## config.mk

```make
export PLATFORM = sky130hd
export DESIGN_NAME = muldiv_seq
export DESIGN_NICKNAME = d
export VERILOG_FILES = /design/src/rtl/muldiv_seq.sv
export SDC_FILE = /design/constraint.sdc
export NUM_CORES = 1
export LEC_CHECK = 0
export BUFFER_PORTS_ARGS = -buffer_cell sky130_fd_sc_hd__buf_4
export CAP_MARGIN = 30
export CORE_MARGIN = 3
export CORE_UTILIZATION = 45
export CTS_BUF_LIST = sky130_fd_sc_hd__clkbuf_16
export DETAILED_ROUTE_END_ITERATION = 10
export MAX_ROUTING_LAYER = met4
export PLACE_DENSITY = 0.74
export REMOVE_ABC_BUFFERS = 1
export SYNTH_ARGS = -nofsm -noshare
export SYNTH_HDL_FRONTEND = slang
export SYNTH_SLANG_ARGS = --single-unit
export TNS_END_PERCENT = 100
```

## constraint.sdc

```tcl
create_clock -name clk -period 3.8 [get_ports clk]
set_input_delay 0.38 -clock clk [delete_from_list [all_inputs] [get_ports clk]]
set_output_delay 0.38 -clock clk [all_outputs]
set_load 0.03 [all_outputs]
```

## src/rtl/muldiv_seq.sv

```systemverilog
// muldiv_seq: step sequencer for the shared multi-cycle mul/div unit in EXE.
// Drives step strobes, the IF/ID stall and the one-cycle completion pulse.
module muldiv_seq (
  input  logic       clk,
  input  logic       reset,
  input  logic       start_i,
  input  logic       is_div_i,
  input  logic [1:0] op_i,
  input  logic       div_special_i,
  input  logic       flush_i,
  output logic       stall_o,
  output logic [1:0] mul_state_o,
  output logic       d_init_o,
  output logic       d_advance_o,
  output logic       div_last_o,
  output logic       special_o,
  output logic [2:0] op_q_o,
  output logic       fin_o
);

  typedef enum logic [2:0] {
    IDLE,
    MUL,
    DIV_INIT,
    DIV_ITER,
    DIV_LAST,
    DONE
  } state_t;

  state_t     state;
  state_t     state_d;
  logic [3:0] cnt;
  logic [3:0] cnt_d;
  logic [2:0] op_q;
  logic [2:0] op_d;
  logic       spc_q;
  logic       spc_d;
  logic       accept;
  logic       busy;

  assign accept = (state == IDLE) & start_i & ~flush_i;

  assign busy = (state == MUL)
              | (state == DIV_INIT)
              | (state == DIV_ITER)
              | (state == DIV_LAST);

  // State, step counter and accepted-operation registers.
  always_ff @(posedge clk or posedge reset) begin
    if (reset) begin
      state <= IDLE;
      cnt   <= 4'd0;
      op_q  <= 3'd0;
      spc_q <= 1'b0;
    end else begin
      state <= state_d;
      cnt   <= cnt_d;
      op_q  <= op_d;
      spc_q <= spc_d;
    end
  end

  // Next-state and counter update; a flush overrides everything.
  always_comb begin
    state_d = state;
    cnt_d   = cnt;
    op_d    = op_q;
    spc_d   = spc_q;
    unique case (state)
      IDLE: begin
        if (accept) begin
          op_d  = {is_div_i, op_i};
          spc_d = is_div_i & div_special_i;
          cnt_d = 4'd0;
          if (!is_div_i)
            state_d = MUL;
          else if (div_special_i)
            state_d = DONE;
          else
            state_d = DIV_INIT;
        end
      end
      MUL: begin
        if (cnt == 4'd3) begin
          state_d = DONE;
          cnt_d   = 4'd0;
        end else begin
          cnt_d = cnt + 4'd1;
        end
      end
      DIV_INIT: state_d = DIV_ITER;
      DIV_ITER: begin
        cnt_d = cnt + 4'd1;
        if (cnt == 4'd15)
          state_d = DIV_LAST;
      end
      DIV_LAST: state_d = DONE;
      DONE:     state_d = IDLE;
      default:  state_d = IDLE;
    endcase
    if (flush_i) begin
      state_d = IDLE;
      cnt_d   = 4'd0;
    end
  end

  assign stall_o     = ~reset & (accept | busy);
  assign mul_state_o = (state == MUL) ? cnt[1:0] : 2'd0;
  assign d_init_o    = (state == DIV_INIT);
  assign d_advance_o = (state == DIV_ITER);
  assign div_last_o  = (state == DIV_LAST);
  assign fin_o       = (state == DONE);
  assign special_o   = (state == DONE) & spc_q;
  assign op_q_o      = op_q;

endmodule

```

# Word level (Yosys, flattened, before mapping)
# Index checks and enable logic that the tools add are counted.
# classes
add_sub_neg,1
n_eq_ne,10
mux,12
n_bitwise,11
reduce_logical,5
# op_table
op,count
$mux W3,6
$pmux W3 S5,1
$mux W4,3
$pmux W4 S3,1
$eq A3 B2 Y1 const B,2
$eq A3 B3 Y1 const B,2
$ne A3 B3 Y1 const B,2
$and A1 B1 Y1,5
$add A4 B1 Y4 const B,1
$eq A4 B2 Y1 const B,1
$eq A4 B4 Y1 const B,1
$or A1 B1 Y1,4
$reduce_and A2 Y1,2
$reduce_bool A4 Y1,1
$eq A3 B1 Y1 const B,1
$logic_not A3 Y1,1
$ne A3 B2 Y1 const B,1
$reduce_and A3 Y1,1
$mux W2,1
$not A1 Y1,2
# word_totals
register_bits,11
out_inout_bits,11
elab_cells,43

# Logic depth before layout (Yosys ltp)
# depth
word_depth,6
mapped_depth,5
depth_no_buf,5

# Worst setup path after synthesis
# No wires, ideal clock.
# synth_timing
path_kind,flip-flop to output port
startpoint,register state[1]
endpoint,output port special_o
arrival_ps,1793
required_time_ps,3420
setup_slack_ps,1627
path_stages_with_launch,4
n_path_buf,1
path_cell_list,dfrtp_1 clkbuf_1 nor3b_1 and2_1
# synth_via
elab_chain_cells,2
# synth_rtl
element,line,text
start: declaration,30,state_t state;
start signal: assignment,56,state <= state_d;
$eq A3 B3 Y1,-,
via fin_o,18,output logic fin_o
$and A1 B1 Y1,113,assign special_o = (state == DONE) & spc_q;
end: declaration,16,"output logic special_o,"
# The timed path passes the listed nets, and every way through them passes these cells.

# Worst setup path after layout
# layout_timing
startpoint,register state[0]
endpoint,output port special_o
# layout_via
elab_chain_cells,2
# layout_rtl
element,line
$eq A3 B3 Y1,113
$and A1 B1 Y1,113
# No other way between the ends.

==> results by group <==
Finish
  • Post-layout net count: 98
  • Multi-input combinational cell area: 358 µm²
  • Fraction of layout cells with a size suffix above 1: 0.318
  • Ant diodes: 0
  • Final Instance Area: 881 µm²
  • Area Growth Syn to Fin: 33.6%
  • Area taken by flip-flops and latches: 275 µm²
  • FILL cells: 116

Global routing
  • Layer with the highest usage: met2
  • Total congestion overflow: 0
  • Wire length of the first global-routing pass: 2750 µm
  • Met1 usage: 0.253
  • Pin count of the biggest net entering global routing: 18
  • Initial antenna violation count: 0
  • Met2 Track Usage GR: 0.302
  • Met3 Use GR: 0.0407
  • Total track usage: 0.201
  • Number of global-route vias before repair: 591

Hold path
  • Min-Delay Path Class: input pin to async pin

Synthesis
  • Syn avg cell area: 9.56 µm²
  • Yosys top cell by area: dfrtp_1
  • Top cell type's share of synthesized area: 0.417
  • Synth Cell Area: 659 µm²
  • Synth area leaders: dfrtp_1, mux2_2, nand4_1
  • EDFF count, synth: 0
  • Sequential element share of the synthesized area: 0.417
  • Warnings from Yosys: 0
  • Top post-synthesis cells by count: dfrtp_1, o21ai_0, mux2_2, nand2_1, nand4_1
  • Top-count cell post-synth: dfrtp_1
  • Synth async-reset ratio: 1.00
  • Ys flop type: dfrtp_1
  • Syn Inst Count: 69
  • Synth cell types: 30
  • Seq cells post-synth: 11

Detailed routing
  • Routed wire length: 1540 µm
  • DRT Pass-1 Iters: 4
  • Detail Route Antenna Nets: 0
  • Drt via density: 5.67
  • Mean routed wirelength per cell: 15.0 µm
  • Total number of vias: 584
  • DRC: 0
  • Initial DRC Count: 10

STA
  • Max Freq: 0.499 GHz
  • Max-slew violations: 0
  • Worst Slack Setup Final: 1.80 ns
  • Hold violation count in the final report: 0
  • Setup tns final: 0 ns
  • Worst hold margin: 0.147 ns
  • Setup Viol. Count Final: 0
  • Worst slew pin tran: 0.465 ns
  • Clk_skew: 0.00304 ns
  • RSZ-0062 raised after global routing: false
  • Final worst path period need: 2.00 ns
  • Tcrit/Tclk final: 0.527
  • Slew headroom: 0.690

CTS
  • Post-CTS resize count: 0
  • CTS tree: done
  • Root Buffer: clkbuf_16
  • Htree depth: 1
  • Post-CTS setup buffers: 0
  • Clk slew on worst S/H paths: 0.04 ns
  • Clock Path Buffers: 2
  • CTS Buf Count: 3
  • Clk Latency, worst-skew pair: 0.24 ns
  • CTS Hold Bufs: 0
  • Clock Sinks: 11

Floorplanning
  • Die Wd: 44.3 µm
  • Die ar.: 1960 µm²
  • Number of top-level pins: 19
  • Row Count: 13
  • Die Y: 44.3 µm
  • Core Area: 1330 µm²
  • Initial core utilization: 0.494

Worst setup path
  • Setup crit start kind: flop
  • Data required, critical path: 3.42 ns
  • Critical Path Sink Type: output port
  • Worst Setup Path Type: flop to output port
  • Arr. time, crit path: 1.62 ns
  • Worst Path Max Fanout: 14

Power
  • Cell Pwr Density: 749 nW/µm²
  • Lkg Pwr: 0.414 nW
  • VDD IR max: 0.419 mV
  • PnR Total Power: 0.659 mW

Run status
  • Status: finished, final reports clean

Job
  • Max cap viols: 0

Place
  • Placed instance area: 802 µm²
  • RePlAce Congestion: 0.829
  • Worst slack, placed: 2.06 ns
  • # port buffers: 18
  • DP HPWL: 1130 µm
==> per-layer routing <==
layer / up-vias / routed length (µm)
met5: - / 0
met4: 0 / 29
li1: 299 / -
met2: 17 / 720
met1: 264 / 692
met3: 4 / 102
==> per-stage QoR <==
stage	std cells	utilization
floorplan	66	-
global placement	99	0.601
detailed placement	99	0.601
CTS	103	0.660
global route	103	0.660
finish	103	0.660
==> cell families (layout without fill, tap and decap cells) <==
group	count (synthesis)	after routing	share of synthesized area
flip-flops	11	11	0.417
AND/OR/NAND/NOR	30	30	0.290
multiplexers	4	4	0.0683
AO/OA/AOI/OAI	15	15	0.152
buffers and inverters	7	26	0.0398
adder cells (fa/ha/maj)	1	1	0.0190
XOR/XNOR	1	1	0.0133
==> worst max-delay path: stages (launching register included) <==
cell     delay [ns]
dfrtp_1        0.57
inv_1          0.22
nor3b_1        0.27
and2_1         0.16
buf_4          0.15
==> power by group <==
| part | leakage (nW) | total, mW | switching, mW | internal [mW] |
|---|---|---|---|---|
| logic | 0.229 | 0.256 | 0.148 | 0.109 |
| registers | 0.143 | 0.214 | 0.0575 | 0.156 |
| clock network | 0.0423 | 0.190 | 0.0516 | 0.138 |
| total | 0.414 | 0.659 | 0.257 | 0.403 |
==> flip-flops by register name (all words and copies together), names as in the netlist <==
register,cells
op_q_o,3
cnt,4
spc_q,1
state,3
==> placed cells by master, fill, tap and decap left out, drive strengths merged <==
master	instances
inv	5
ha	1
nand2	4
nand4	4
nand2b	1
o311a	1
o21a	1
nor2b	1
or4b	2
o211ai	1
nor3b	3
nor2	3
nor4bb	1
nand3	3
nor4b	2
xnor2	1
nor3	3
and2	2
clkbuf	3
buf	18
a21oi	3
mux2	4
a2111oi	1
nor4	1
dfrtp	11
a22o	2
o41ai	1
o21ai	5
==> path summary, 6_finish.rpt <==
path | slack, ns | end | from | cells after the start
worst max register to register | 2.15 | cnt[0]$_DFFE_PP0P_ | state[1]$_DFFE_PP0P_ | 4
worst min register to register | 0.50 | spc_q$_DFFE_PP0P_ | spc_q$_DFFE_PP0P_ | 2
worst max-delay path | 1.80 | special_o | state[0]$_DFFE_PP0P_ | 4
min in group clk | 0.36 | state[1]$_DFFE_PP0P_ | flush_i | 2
worst min-delay path | 0.15 | state[0]$_DFFE_PP0P_ | reset | 2
max in group asynchronous | 3.36 | op_q_o[0]$_DFFE_PP0P_ | reset | 2
==> cell type report <==
class                   count  area share
clock buffers               3      0.0852
multi-input cells          51       0.406
clock inverters             1     0.00426
inverters                   4      0.0170
well taps                  15      0.0213
repair buffers             18       0.153
flip-flops and latches     11       0.312
No activity file was read; power rests on OpenSTA's default activity.
